`src/rtl/sm_addsub_seq.sv`:
```
// Sequential sign-magnitude adder/subtractor sharing one SM <-> two's-complement negation unit.
// Optional build macro SM_ADDSUB_SAT_EN: saturate the result magnitude on overflow instead of wrapping.
module sm_addsub_seq #(
   parameter int WIDTH = 4
) (
   input  logic             clk,
   input  logic             rst_n,
   input  logic             start,
   input  logic             op,
   input  logic [WIDTH:0]   a_sm,
   input  logic [WIDTH:0]   b_sm,
   output logic             busy,
   output logic             done,
   output logic [WIDTH:0]   res_sm,
   output logic             ovf
);

   localparam int TW = WIDTH + 2;

   typedef enum logic [2:0] {
      IDLE   = 3'd0,
      CONV_A = 3'd1,
      CONV_B = 3'd2,
      ADD    = 3'd3,
      CONV_R = 3'd4,
      DONE   = 3'd5
   } state_t;

   state_t state, state_nx;

   logic [WIDTH:0]        a_lat, b_lat;
   logic                  op_lat;
   logic signed [TW-1:0]  ta, tb, sum;
   logic                  ld_opnd, ld_ta, ld_tb, ld_sum, ld_res;
   logic signed [TW-1:0]  conv_in, conv_out;
   logic                  conv_neg;

   // Fold the (WIDTH+1)-bit magnitude into WIDTH bits; a zero magnitude never carries a sign.
   function automatic logic [WIDTH:0] pack_res(input logic sign, input logic [WIDTH:0] mag);
      logic [WIDTH-1:0] m;
`ifdef SM_ADDSUB_SAT_EN
      m = mag[WIDTH] ? {WIDTH{1'b1}} : mag[WIDTH-1:0];
`else
      m = mag[WIDTH-1:0];
`endif
      return {sign & (m != '0), m};
   endfunction

   always_ff @(posedge clk or negedge rst_n) begin
      if (!rst_n) state <= IDLE;
      else        state <= state_nx;
   end

   always_comb begin
      state_nx = state;
      case (state)
         IDLE:    if (start) state_nx = CONV_A;
         CONV_A:  state_nx = CONV_B;
         CONV_B:  state_nx = ADD;
         ADD:     state_nx = CONV_R;
         CONV_R:  state_nx = DONE;
         DONE:    state_nx = IDLE;
         default: state_nx = IDLE;
      endcase
   end

   always_comb begin
      busy    = (state != IDLE);
      ld_opnd = (state == IDLE) && start;
      ld_ta   = (state == CONV_A);
      ld_tb   = (state == CONV_B);
      ld_sum  = (state == ADD);
      ld_res  = (state == CONV_R);
   end

   // The single conversion unit: a state-selected input and one conditional negation.
   always_comb begin
      conv_in  = '0;
      conv_neg = 1'b0;
      case (state)
         CONV_A: begin
            conv_in  = {2'b00, a_lat[WIDTH-1:0]};
            conv_neg = a_lat[WIDTH];
         end
         CONV_B: begin
            conv_in  = {2'b00, b_lat[WIDTH-1:0]};
            conv_neg = b_lat[WIDTH] ^ op_lat;
         end
         CONV_R: begin
            conv_in  = sum;
            conv_neg = sum[TW-1];
         end
         default: ;
      endcase
      conv_out = conv_neg ? -conv_in : conv_in;
   end

   always_ff @(posedge clk or negedge rst_n) begin
      if (!rst_n) begin
         a_lat  <= '0;
         b_lat  <= '0;
         op_lat <= 1'b0;
         ta     <= '0;
         tb     <= '0;
         sum    <= '0;
         res_sm <= '0;
         ovf    <= 1'b0;
         done   <= 1'b0;
      end else begin
         if (ld_opnd) begin
            a_lat  <= a_sm;
            b_lat  <= b_sm;
            op_lat <= op;
         end
         if (ld_ta)  ta  <= conv_out;
         if (ld_tb)  tb  <= conv_out;
         if (ld_sum) sum <= ta + tb;
         // |sum| <= 2*(2^WIDTH-1), so the magnitude fits in WIDTH+1 bits and its MSB is the overflow.
         if (ld_res) begin
            res_sm <= pack_res(sum[TW-1], conv_out[WIDTH:0]);
            ovf    <= conv_out[WIDTH];
         end
         done <= ld_res;
      end
   end

endmodule

```
`config.mk`:
```
export PLATFORM = sky130hd
export DESIGN_NAME = sm_addsub_seq
export DESIGN_NICKNAME = d
export VERILOG_FILES = /design/src/rtl/sm_addsub_seq.sv
export SDC_FILE = /design/constraint.sdc
export NUM_CORES = 1
export LEC_CHECK = 0
export CORE_MARGIN = 5
export CORE_UTILIZATION = 49
export DETAILED_ROUTE_END_ITERATION = 6
export PLACE_DENSITY = 0.71
export SETUP_SLACK_MARGIN = 0.5
export SYNTH_ARGS = -nofsm -noshare
export SYNTH_HDL_FRONTEND = slang
export SYNTH_SLANG_ARGS = --single-unit
export TNS_END_PERCENT = 100
```
`constraint.sdc`:
```
create_clock -name clk -period 2.8 [get_ports clk]
set_input_delay 0.42 -clock clk [delete_from_list [all_inputs] [get_ports clk]]
set_output_delay 0.42 -clock clk [all_outputs]
set_load 0.005 [all_outputs]
```
# [After elaboration in Yosys (flattened, before gate mapping)]
# Index checks and enable logic that the tools add are counted.
[word_totals] out_inout_bits=8 register_bits=39 in_bits=14
[op_classes] reduce_logical=4 n_eq_ne=5 bitwise_logic=2 n_addsub=2 n_mux=5
[ops] op="case mux 6 bit (3 select lines)" n=1
[ops] op="case mux 3 bit (5 select lines)" n=1
[ops] op="adder 6 bit" n=1
[ops] op="equality test 3 x 2 -> 1 bit (second input constant)" n=2
[ops] op="two-way mux 6 bit" n=1
[ops] op="negator 6 bit" n=1
[ops] op="nonzero test 4 bit" n=1
[ops] op="equality test 3 x 1 -> 1 bit (second input constant)" n=1
[ops] op="equality test 3 bit (second input constant)" n=1
[ops] op="logical NOT 3 bit" n=1
[ops] op="two-way mux 3 bit" n=1
[ops] op="case mux 1 bit (3 select lines)" n=1
[ops] op="nonzero test 3 bit" n=1
[ops] op="inequality test 2 bit (second input constant)" n=1
[ops] op="bitwise AND 1 bit" n=1
[ops] op="logical AND 1 bit" n=1
[ops] op="XOR 1 bit" n=1

# [Logic depth before layout (Yosys ltp)]
# Gate-level depths: netlist of run 1.
[logic_depth] word_depth=6 ltp_mapped=9 depth_no_buf=9

# [Worst setup path before layout of run 1]
# Ideal clock, no wire load.
[synth_path] path_kind="reg2reg" start="register state[1]" end="register res_sm[4]" path_buffers=1 path_stages_with_launch=9 t_arrival_ns=1.867 synth_period_minus_slack_ns=1.953 required_time_ns=2.714 slack_ns=0.847 cell_sequence="dfrtp_1 > buf_2 > and4bb_2 > a221oi_2 > ha_1 > inv_1 > mux2_4 > and3_1 > a32oi_1"
[synth_via] elab_chain_cells=6 word_cells_on_any_way=9
[synth_lines] element="start, declared" line="29" rtl="state_t state, state_nx;"
[synth_lines] element="start signal, assigned" line="51" rtl="else state <= state_nx;"
[synth_lines] element="equality test 3 bit (tied with other cells)" line="73, 80"
[synth_lines] element="case mux 6 bit (3 select lines)" line="80" rtl="case (state)"
[synth_lines] element="negator 6 bit" line="95" rtl="conv_out = conv_neg ? -conv_in : conv_in;"
[synth_lines] element="two-way mux 6 bit" line="95"
[synth_lines] element="nonzero test 4 bit" line="46" rtl="return {sign & (m != '0), m};"
[synth_lines] element="bitwise AND 1 bit" line="46"
[synth_lines] element="end signal, assigned" line="120" rtl="res_sm <= pack_res(sum[TW-1], conv_out[WIDTH:0]);"
[synth_lines] element="end, declared" line="14" rtl="output logic [WIDTH:0] res_sm,"
# Parallel ways exist; a longest one is shown, timed or not.
# A chain may end at the register's enable or synchronous reset.

# [Worst setup path in the final report of run 1]
[layout_path] start="register state[0]" end="register res_sm[4]"
# The elaborated chain is that of the path after synthesis.

==> out/qor.yml, run 1 <==
cts.sinks: 39
cp_slowest_cell: "dfrtp_2"
clkLatencyLatePin_ns: 0.29
hold_buffers: 0
viasPerCell: 5.30
fin_hold_ws_ns: 0.229
wirelength_um: 3890
cts_buffer_depth: 2
grtUsageTotal: 0.164
startpoint_type: "register"
routedWlPerCell_um: 15.6
cp_data_required_time_ns: 3.01
cts_tree: "done"
worst_r2r_path_depth: 6
final_nets: 222
place.detailed.hpwl_um: 2800
totalPowerFinal_uw: 2500
finalCoreUtilization: 0.611
drtIter0Drc: 94
grt_first_pass_wirelength_um: 6570
cp_cell_sequence: "nor3b_4 -> buf_4 -> a221oi_2 -> mux2_4 -> and3_1 -> a32oi_1"
grt_pass1_vias: 1388
cts_buffers: 5
antenna_found_initial: 0
crit_type: "reg2reg"
synth_fp_nets: 196
drtAntennaViolNets: 0
synth-main-ff-cell: "dfrtp_1"
period_needed_ns: 2.15
synth_cell_types: 35
syn_area_per_cell_um2: 10.9
finalCritPeriodShare: 0.768
htree_levels: 2
syn_to_final_growth_pct: 19.0
regToRegSetupSlack_ns: 0.65
tightest_slew_ns: 0.833
power.density_nw_per_um2: 1100
relSlewSlack: 0.445
initial_core_util: 0.514
cts-root-buf: "clkbuf_8"
r2r-end: "res_sm[4]"
synth-edff-count: 0
dieArea_um2: 5240
fmax_ghz: 0.465
drive_above_1_share: 0.139
seq_area_frac_synth: 0.511
rsz0062_at_grt: "no"
yosys_warnings: 0
grt_max_degree: 40
num_io_pins: 22
crit_fanout: 14
vias: 1325
antennaDiodeCount: 0
die_w_um: 72.4
arrival_ns: 2.36
fill_cells: 306
outcome: "finished, final reports clean"
drc: 0
setup_tns_ns: 0
synthCells: 175
timing.critical_path.buf_inv: 1
leakagePower_uw: 0.00103
io_buffers: 21
ir_drop_mv: 0.665
setup_viol: 0
netlist_area_um2: 1910
core-area_um2: 3720
crit_path_end_kind: "register"
synth_seq_cells: 39
routabilityCongestion: 0.887
worstReg2RegStart: "state[0]"
drv_cap: 0
worst_clock_skew_ns: 0.00417
critical_path.top_delay_family: "compound AO/OA/AOI/OAI gates"
rows: 22
firstDrtPassIters: 4
grt-ovfl-total: 0
async_flop_share: 1.00
slew_viol_final: 0
cts.reportedPaths.clkPinSlew_ns: 0.07
hold_viol_final: 0
hold_path_class: "in2async"
critical-path-max-stage-delay_ns: 0.51
die_h_um: 72.4
## repair_timing
action                                  CTS  global route
endpoints found under the setup margin    0             4
gates resized for setup                   0             4
setup buffers                             0             4
## kinds of logic after synthesis
logic type	count (synthesis)	share of synthesized area
and+or+nand+nor	55	0.150
DFF	39	0.511
AOI/OAI and AO/OA	36	0.131
buffers and inverters	15	0.0334
muxes	13	0.0786
xor gates and xnor gates	10	0.0459
adders and majority gates	7	0.0498
## worst register-to-register path, stage by stage (launching register included)
cell	delay, ns
dfrtp_2	0.51
nor3b_4	0.21
buf_4	0.16
a221oi_2	0.47
mux2_4	0.36
and3_1	0.17
a32oi_1	0.18
## cell type report
class                           instances  area, µm²  area share
Inverter                                7       26.3      0.0116
Tap cell                               48       60.1      0.0264
Timing Repair Buffer                   27        250       0.110
Sequential cell                        39        980       0.431
Multi-Input combinational cell        121        875       0.385
Clock inverter                          1       5.00     0.00220
Clock buffer                            7       76.3      0.0336
## Yosys cell counts (4+ instances only)
master / instances / share of area
a221oi_2: 5 / 0.039
clkbuf_1: 4 / 0.0079
dfrtp_1: 39 / 0.51
ha_1: 6 / 0.039
inv_1: 6 / 0.012
mux2_1: 10 / 0.059
nand2_1: 34 / 0.067
nor2_1: 5 / 0.0098
o21ai_0: 6 / 0.016
o21ai_1: 14 / 0.037
xor2_1: 7 / 0.032
## report_power, final
part / internal [µW] / switching [µW]
logic: 550 / 588
registers: 795 / 206
clock network: 175 / 188
total: 1520 / 981
## metal layers
metal | vias up | GRT usage | share of wire
met5 | - | 0 | 0
met4 | 0 | 0.0656 | 0.015
met3 | 6 | 0.0429 | 0.051
met2 | 28 | 0.259 | 0.47
met1 | 633 | 0.216 | 0.46
li1 | 658 | - | -
## registers in the layout, summed over array words and instances, names as in the netlist, 3 cells and up
| register | flops |
|---|---|
| b_lat | 5 |
| ta | 6 |
| a_lat | 5 |
| res_sm | 5 |
| sum | 6 |
| tb | 6 |
| state | 3 |
## how the worst max path moves through the flow
stage | start | endpoint | slack, ns | cells past startpoint
6_report | state[0] | res_sm[4] | 0.65 | 6
2_1_floorplan | state[1] | res_sm[4] | 0.85 | 8
4_1_cts | state[1] | res_sm[4] | 0.51 | 9
3_5_place_dp | state[1] | res_sm[4] | 0.55 | 9
3_3_place_gp | state[1] | res_sm[4] | 0.66 | 9
5_1_grt | state[0] | res_sm[4] | 0.49 | 9
## stage by stage
step	area, µm²	cells	setup WS [ns]
floorplan	1910	175	0.847
global placement	2150	238	0.663
detailed placement	2150	238	0.550
CTS	2230	246	0.509
global route	2270	250	0.491
finish	2270	250	0.650
## layout by cell type, fill, tap and decap left out, types with 2 or more instances in the layout
cell             count
nor4bb_1             2
nand2_1             34
mux2_2               2
clkdlybuf4s50_1     20
xnor2_1              3
xor2_1               7
buf_4                6
a21oi_1              3
clkbuf_1             2
o21ai_1             14
ha_1                 6
o21ai_0              6
and4bb_1             2
a221oi_2             5
a21o_1               3
and3_1               2
dfrtp_1             36
inv_1                6
a31oi_1              2
nor2_1               5
mux2_1              10
dfrtp_2              3
clkbuf_8             5
and2_1               3
(Power assumes the default switching activity.)
==> run 2, diff against run 1 <==
==> constraint.sdc (replaced) <==
create_clock -name clk -period 2.1 [get_ports clk]
set_input_delay 0.315 -clock clk [delete_from_list [all_inputs] [get_ports clk]]
set_output_delay 0.315 -clock clk [all_outputs]
set_load 0.005 [all_outputs]
==> out/qor.yml, run 2 (synthesized netlist as in run 1, its figures left out) <==
outcome: "finished, final reports clean"  # unchanged
ir_drop_mv: 0.811  # was 0.665 mV
cp_slowest_cell: "dfrtp_2"  # unchanged
wirelength_um: 5140  # was 3890 µm
syn_to_final_growth_pct: 44.2  # was 19.0%
worstReg2RegStart: "state[0]"  # unchanged
final_nets: 249  # was 222
cp_cell_sequence: "nor3b_4 -> buf_6 -> buf_6 -> buf_6 -> a221oi_4 -> a31oi_2 -> xor2_1 -> buf_4 -> a32oi_2"  # was nor3b_4 -> buf_4 -> a221oi_2 -> mux2_4 -> and3_1 -> a32oi_1
drv_cap: 0  # unchanged
startpoint_type: "register"  # unchanged
grt_first_pass_wirelength_um: 7180  # was 6570 µm
drc: 0  # unchanged
worst_clock_skew_ns: 0.00717  # was 0.00417 ns
firstDrtPassIters: 4  # unchanged
num_io_pins: 22  # unchanged
critical_path_depth: 9  # was 6
hold_path_class: "in2async"  # unchanged
timing.critical_path.buf_inv: 4  # was 1
die_w_um: 72.4  # unchanged
arrival_ns: 2.22  # was 2.36 ns
worst_r2r_path_depth: 9  # was 6
drtIter0Drc: 120  # was 94
multi_input_comb_area_um2: 1080  # was 875 µm²
drtAntennaViolNets: 0  # unchanged
hold_viol_final: 0  # unchanged
rows: 22  # unchanged
grt_max_degree: 40  # unchanged
fill_cells: 237  # was 306
antenna_found_initial: 0  # unchanged
cts_tree: "done"  # unchanged
routedWlPerCell_um: 18.6  # was 15.6 µm
htree_levels: 2  # unchanged
initial_core_util: 0.514  # unchanged
io_buffers: 21  # unchanged
cts_buffers: 5  # unchanged
final_cell_mix: "dfrtp_1 (36), nand2_1 (33), clkdlybuf4s50_1 (19)"  # was dfrtp_1 (36), nand2_1 (34), clkdlybuf4s50_1 (20)
grtUsageTotal: 0.183  # was 0.164
die_h_um: 72.4  # unchanged
crit_path_frequent_cell: "buf_6"
relSlewSlack: 0.679  # was 0.445
crit_type: "reg2reg"  # unchanged
crit_path_end_kind: "register"  # unchanged
cp_data_required_time_ns: 2.27  # was 3.01 ns
place.detailed.hpwl_um: 2830  # was 2800 µm
leakagePower_uw: 0.00124  # was 0.00103 µW
final_common_cell: "dfrtp_1"  # unchanged
fmax_ghz: 0.487  # was 0.465 GHz
finalCoreUtilization: 0.741  # was 0.611
setup_tns_ns: 0  # unchanged
viasPerCell: 5.61  # was 5.30
reg_top3: "sum (6), ta (6), tb (6)"  # unchanged
critical-path-max-stage-delay_ns: 0.43  # was 0.51 ns
setup_viol: 0  # unchanged
period_needed_ns: 2.05  # was 2.15 ns
hold_buffers: 0  # unchanged
cts-root-buf: "clkbuf_8"  # unchanged
cp-startpoint: "state[0]"  # unchanged
core-area_um2: 3720  # unchanged
cts.sinks: 39  # unchanged
finalCritPeriodShare: 0.977  # was 0.768
critical_path.top_delay_family: "compound AO/OA/AOI/OAI gates"  # unchanged
antennaDiodeCount: 0  # unchanged
drive_above_1_share: 0.380  # was 0.139
grt-ovfl-total: 0  # unchanged
cts.reportedPaths.clkPinSlew_ns: 0.08  # was 0.07 ns
vias: 1553  # was 1325
tightest_slew_ns: 0.481  # was 0.833 ns
grt_pass1_vias: 1509  # was 1388
slew_viol_final: 0  # unchanged
routabilityCongestion: 0.912  # was 0.887
setup_ws_ns: 0.0478  # was 0.650 ns
power.density_nw_per_um2: 1610  # was 1100 nW/µm²
clkLatencyLatePin_ns: 0.30  # was 0.29 ns
dieArea_um2: 5240  # unchanged
cts_buffer_depth: 2  # unchanged
rsz0062_at_grt: "yes"  # was no
regArea_um2: 980  # unchanged
crit_fanout: 4  # was 14
dp_slack_ns: 0.0641  # was 0.550 ns
## run 2: routing by layer
layer / routed length (µm) / global-route usage
met5: 0 / 0
met4: 178 / 0.0697
met3: 289 / 0.0540
met2: 2630 / 0.325
met1: 2040 / 0.207
## run 2: power by group
group / leakage, µW / switching [µW] / internal [µW]
Clock: 0.0000422 / 256 / 233
Sequential: 0.000493 / 274 / 1060
Combinational: 0.000705 / 1220 / 1400
## run 2: final cells by class
cell class,instances,share of cell area
repair buffers,54,0.191
flip-flops and latches,39,0.356
inverters,7,0.00955
clock inverters,1,0.00182
well taps,48,0.0218
multi-input cells,121,0.392
clock buffers,7,0.0277
## run 2: per-stage QoR
step / instances / power (µW) / area, µm² / hold slack, ns
2_1_floorplan: 175 / 2410 / 1950 / 0.0194
3_3_place_gp: 244 / 2830 / 2220 / 0.384
3_5_place_dp: 244 / 2890 / 2220 / 0.390
4_1_cts: 267 / 3780 / 2520 / 0.0758
5_1_grt: 277 / 4710 / 2750 / 0.116
6_report: 277 / 4440 / 2750 / 0.0573
## run 2: timing repair
item,CTS,global route
endpoints found under the setup margin,29,32
hold endpoints to repair,0,0
gates resized for setup,23,35
pin swaps,11,15
cloned,0,1
buffers inserted,15,9
## run 2: path summary, 6_finish.rpt
path / endpoint / slack, ns
max in group asynchronous: state[0] / 1.68
hold / removal: ta[3] / 0.06
min in group clk: sum[3] / 0.48
hold reg to reg: sum[3] / 0.48
setup / recovery: res_sm[4] / 0.05
setup reg to reg: res_sm[4] / 0.05
